==> config.mk <==
export PLATFORM = sky130hd
export DESIGN_NAME = dma_dst_wr_engine
export DESIGN_NICKNAME = d
export VERILOG_FILES = /design/src/rtl/dma_dst_wr_engine.sv
export SDC_FILE = /design/constraint.sdc
export NUM_CORES = 1
export LEC_CHECK = 0
export CAP_MARGIN = 25
export CORE_MARGIN = 5
export CORE_UTILIZATION = 48
export CTS_CLUSTER_SIZE = 40
export DETAILED_ROUTE_END_ITERATION = 6
export HOLD_SLACK_MARGIN = 0.06
export PLACE_DENSITY = 0.82
export SYNTH_ARGS = -nofsm -noshare
export SYNTH_HDL_FRONTEND = slang
export SYNTH_SLANG_ARGS = --single-unit
==> constraint.sdc <==
create_clock -name clk_i -period 3.55 [get_ports clk_i]
set_input_delay 0.8875 -clock clk_i [delete_from_list [all_inputs] [get_ports clk_i]]
set_output_delay 0.8875 -clock clk_i [all_outputs]
set_load 0.005 [all_outputs]
==> src/rtl/dma_dst_wr_engine.sv <==
// DMA destination write engine: pulls lane-aligned beats from a buffer and
// issues byte-enabled bus writes covering an arbitrary byte range.
module dma_dst_wr_engine #(
   parameter int DATA_WD = 32,
   parameter int ADDR_WD = 32,
   parameter int LEN_WD  = 16
) (
   input  logic                 clk_i,
   input  logic                 rstn_i,
   input  logic                 start_i,
   input  logic                 abort_i,
   input  logic [ADDR_WD-1:0]   dst_addr_i,
   input  logic [LEN_WD-1:0]    data_length_i,
   input  logic [DATA_WD-1:0]   buf_rdata_i,
   input  logic                 buf_rvalid_i,
   output logic                 buf_rready_o,
   output logic                 bus_req_o,
   input  logic                 bus_gnt_i,
   output logic [ADDR_WD-1:0]   bus_addr_o,
   output logic [DATA_WD/8-1:0] bus_be_o,
   output logic [DATA_WD-1:0]   bus_wdata_o,
   output logic                 bus_we_o,
   output logic                 busy_o,
   output logic                 done_o,
   output logic                 err_o,
   output logic [LEN_WD-1:0]    bytes_done_o
);

   localparam int BE_WD  = DATA_WD / 8;
   localparam int OFS_WD = $clog2(BE_WD);
   localparam int CNT_WD = OFS_WD + 1;

   typedef enum logic [1:0] {
      ST_IDLE,
      ST_FETCH,
      ST_REQ,
      ST_DONE
   } state_e;

   state_e              state_q, state_d;
   logic [ADDR_WD-1:0]  addr_q, addr_d;
   logic [OFS_WD-1:0]   ofs_q, ofs_d;
   logic [LEN_WD-1:0]   rem_q, rem_d;
   logic [LEN_WD-1:0]   bytes_q, bytes_d;
   logic [BE_WD-1:0]    be_q, be_d;
   logic [CNT_WD-1:0]   cnt_q, cnt_d;
   logic [DATA_WD-1:0]  wdata_q, wdata_d;
   logic                err_q, err_d;

   logic [CNT_WD-1:0]   avail;
   logic [CNT_WD-1:0]   beat_cnt;
   logic [BE_WD-1:0]    beat_be;

   // Byte count and enables of the beat being fetched. ofs_q is non-zero only
   // for the first beat of a transfer, so later beats start at lane 0.
   always_comb begin
      beat_be = '0;
      avail   = CNT_WD'(BE_WD) - {1'b0, ofs_q};
      if (rem_q < LEN_WD'(avail)) begin
         beat_cnt = rem_q[CNT_WD-1:0];
      end else begin
         beat_cnt = avail;
      end
      for (int i = 0; i < BE_WD; i++) begin
         beat_be[i] = (i >= int'(ofs_q)) && (i < int'(ofs_q) + int'(beat_cnt));
      end
   end

   // NOTE: every always_comb target gets a default first so no path can infer a latch.
   always_comb begin
      state_d = state_q;
      addr_d  = addr_q;
      ofs_d   = ofs_q;
      rem_d   = rem_q;
      bytes_d = bytes_q;
      be_d    = be_q;
      cnt_d   = cnt_q;
      wdata_d = wdata_q;
      err_d   = 1'b0;

      unique case (state_q)
         ST_IDLE: begin
            if (start_i) begin
               if (data_length_i != '0) begin
                  state_d = ST_FETCH;
                  addr_d  = {dst_addr_i[ADDR_WD-1:OFS_WD], {OFS_WD{1'b0}}};
                  ofs_d   = dst_addr_i[OFS_WD-1:0];
                  rem_d   = data_length_i;
                  bytes_d = '0;
               end else begin
                  err_d = 1'b1;
               end
            end
         end

         ST_FETCH: begin
            if (abort_i) begin
               state_d = ST_IDLE;
               err_d   = 1'b1;
            end else if (buf_rvalid_i) begin
               state_d = ST_REQ;
               wdata_d = buf_rdata_i;
               be_d    = beat_be;
               cnt_d   = beat_cnt;
            end
         end

         ST_REQ: begin
            // A grant coinciding with abort still counts: the bus took the beat.
            if (bus_gnt_i) begin
               bytes_d = bytes_q + LEN_WD'(cnt_q);
               rem_d   = rem_q - LEN_WD'(cnt_q);
               addr_d  = addr_q + ADDR_WD'(BE_WD);
               ofs_d   = '0;
            end
            if (abort_i) begin
               state_d = ST_IDLE;
               err_d   = 1'b1;
            end else if (bus_gnt_i) begin
               state_d = (rem_q == LEN_WD'(cnt_q)) ? ST_DONE : ST_FETCH;
            end
         end

         ST_DONE: begin
            state_d = ST_IDLE;
         end

         default: begin
            state_d = ST_IDLE;
         end
      endcase
   end

   // NOTE: state uses non-blocking assignments so every flop samples pre-edge values.
   // NOTE: the beat data/enable registers are reset too, because they drive bus outputs
   // that must read 0 in reset.
   always_ff @(posedge clk_i or negedge rstn_i) begin
      if (!rstn_i) begin
         state_q <= ST_IDLE;
         addr_q  <= '0;
         ofs_q   <= '0;
         rem_q   <= '0;
         bytes_q <= '0;
         be_q    <= '0;
         cnt_q   <= '0;
         wdata_q <= '0;
         err_q   <= 1'b0;
      end else begin
         state_q <= state_d;
         addr_q  <= addr_d;
         ofs_q   <= ofs_d;
         rem_q   <= rem_d;
         bytes_q <= bytes_d;
         be_q    <= be_d;
         cnt_q   <= cnt_d;
         wdata_q <= wdata_d;
         err_q   <= err_d;
      end
   end

   // Handshake outputs decode the state register only, keeping bus_gnt_i
   // off any combinational path to buf_rready_o.
   assign buf_rready_o = (state_q == ST_FETCH);
   assign bus_req_o    = (state_q == ST_REQ);
   assign bus_addr_o   = addr_q;
   assign bus_be_o     = be_q;
   assign bus_wdata_o  = wdata_q;
   assign bus_we_o     = 1'b1;
   assign busy_o       = (state_q != ST_IDLE);
   assign done_o       = (state_q == ST_DONE);
   assign err_o        = err_q;
   assign bytes_done_o = bytes_q;

endmodule
==> results.tsv <==
metric	value	unit
crit_arrival	3.23	ns
rows	40	
cts_tree	yes	
r2r_cells	12	
grt_pass1_vias	5498	
worstSetupEndpointType	register	
cts_buffers	9	
grt_overflow_total	0	
start_kind	register	
cts_hold_buffers	0	
setup_viol	0	
grt_start_max_net_pins	58	
dr.pass1.iters	5	
crit_top_cell	ha_1	
antenna_cells	0	
layout.nets	934	
max-slew-margin-rel	50.7	%
dp_hpwl	12.2	mm
drc_errors	0	
worstReg2RegEnd	bus_be_o[3]	
path_cells	inv_1 -> ha_1 -> inv_1 -> ha_1 -> a21o_1 -> a21oi_2 -> mux2i_1 -> ha_1 -> a21oi_1 -> nand2_1 -> mux2i_1 -> o21ai_1	
yosysSeqAreaShare	45.9	%
fin_skew	0.0110	ns
period_needed	3.00	ns
cap_violations	0	
routed_wirelength	16.9	mm
synth_area	5780	sq um
start_util	48.5	%
cts_setup_buffers	0	
netlist.top_cell.by_area	dfrtp_1	
cp_max_fo	4	
port_buffers	172	
async_flop_share	100	%
drt-initial-drc-count	574	
peakVddDrop	0.000545	V
gp_congestion	0.859	
cts_max_level	3	
regToRegSetupSlack	0.55	ns
synth_ff_type	dfrtp_1	
crit_family	adder cells	
clkTransAtPathRegs	0.07	ns
status	finished clean	
powerDensity	854	nW/um^2
dp.cells	963	
cts_root_buffer	clkbuf_16	
clock_latency	0.35	ns
synthTopCellsByCount	147 x nand2_1, 106 x dfrtp_1, 55 x a21oi_1, 37 x nand3_1, 36 x o22ai_1	
cp_num_cells	12	
cts_sinks	106	
die_x	120	microns
leakage	3.44	nW
critical-path-slowest-cell	dfrtp_1	
setup_tns	0	ns
yosysTopAreaCellShare	45.9	%
pin_count	176	
crit_path_end	bus_be_o[3]	
die_area	14300	sq um
grt_pass1_wl	27.6	mm
design_area	7940	sq um
ant_nets	0	
fmax	333	MHz
worstPathRequired	3.77	ns
vias	5623	
hold_viol	0	
r2r_start	ofs_q[1]	
synth.area.top_cells	dfrtp_1 46%, nand2_1 9.5%, a21oi_1 4.8%	
core	11900	sq um
synth.most_common_cell	nand2_1	
die_h	120	microns
worstMarginPinSlew	0.740	ns
routedWlPerCell	17.2	microns
min_path_type	register to register	
via_per_inst	5.74	
rsz0062_at_grt	no	
place_area	7620	sq um
worst-path-buf-inv	2	
nFillCells	969	
syn_inst	672	
cts_resized	0	
clk_path_buf_depth	2	
drive_gt1_share	4.33	%
synth_edf_count	0	
final_cells	979	
syn_to_final_growth	37.4	%
yosysWarnings	0	
max_stage_delay	0.43	ns
syn_area_per_cell	8.60	sq um
startpoint	ofs_q[1]	
ys_ff_latch	106	
track_usage	23.3	%
yosysUniqueCellTypes	53	
path_class	register to register	
slew_violations	0	
antenna_found_initial	0	
min_period_over_period	84.6	%
utilization	66.7	%
-- registers in the layout, summed over array words and instances (netlist names) --
| name | cells |
|---|---|
| rem_q | 16 |
| ofs_q | 2 |
| state_q | 2 |
| err_o | 1 |
| cnt_q | 3 |
| bus_addr_o | 30 |
| bus_wdata_o | 32 |
| bytes_done_o | 16 |
| bus_be_o | 4 |
-- layout by cell type, fill, tap and decap left out, drive strengths merged, types with 8 or more instances in the layout --
master,n
mux2i,15
ha,18
nor2,32
nor3,15
nand4,13
a21oi,56
dfrtp,106
clkdlybuf4s50,171
xor2,8
inv,17
nand3,37
nand2,148
a21o,8
nor4,9
clkbuf,13
and3,13
o22ai,36
o21ai,47
buf,11
-- routing by layer --
| metal | global-route usage, % | part of all wire (%) |
|---|---|---|
| met1 | 29.8 | 41 |
| met2 | 38.8 | 48 |
| met3 | 7.12 | 9.7 |
| met4 | 6.08 | 1.2 |
| met5 | 0 | 0 |
-- worst min-delay path by stage --
stage                         start  depth (start not counted)  slack [ns]         endpoint
CTS                 bus_wdata_o[20]                          2        0.48  bus_wdata_o[20]
detailed placement   bus_wdata_o[2]                          2        0.46   bus_wdata_o[2]
finish              bus_wdata_o[11]                          2        0.47  bus_wdata_o[11]
global placement    bus_wdata_o[22]                          2        0.46  bus_wdata_o[22]
global route        bus_wdata_o[28]                          2        0.50  bus_wdata_o[28]
floorplan            bus_wdata_o[0]                          2        0.47   bus_wdata_o[0]
-- area by class of cell --
type	instances	area (sq um)	share of cell area (%)
clock buffer	13	270	3.40
clock inverter	3	46.3	0.583
inverter	18	67.6	0.851
multi-input combinational	510	2900	36.5
sequential	106	2650	33.4
tap	147	184	2.32
timing repair buffer	182	1820	22.9
-- power by group --
group	leakage, nW	internal (W)	switching [W]
registers	1.29	0.00173	0.000549
clock network	0.152	0.000607	0.000454
logic	2.00	0.00167	0.00177
total	3.44	0.00400	0.00278
-- worst min-delay path, cell delays in order, from the launching register on --
cell	delay (ns)
dfrtp_1	0.34
nand2_1	0.05
nand2_1	0.05
-- stage by stage --
step | hold slack, ns | setup WS, ns | total power, W
4_1_cts | 0.479 | 0.527 | 0.00679
3_5_place_dp | 0.463 | 0.233 | 0.00571
5_1_grt | 0.500 | 0.270 | 0.00730
2_1_floorplan | 0.470 | 0.867 | 0.00414
6_report | 0.473 | 0.547 | 0.00678
3_3_place_gp | 0.457 | 0.296 | 0.00555
-- cell families after synthesis --
family	Yosys count	share of synthesized area [%]
compound gates	164	16.5
xor+xnor	11	1.67
fa+ha+maj	21	4.94
buf+inv	57	4.05
flops	106	45.9
mux	16	2.79
other cells	2	0.130
simple gates	295	24.0
No activity file was read; power rests on OpenSTA's default activity.
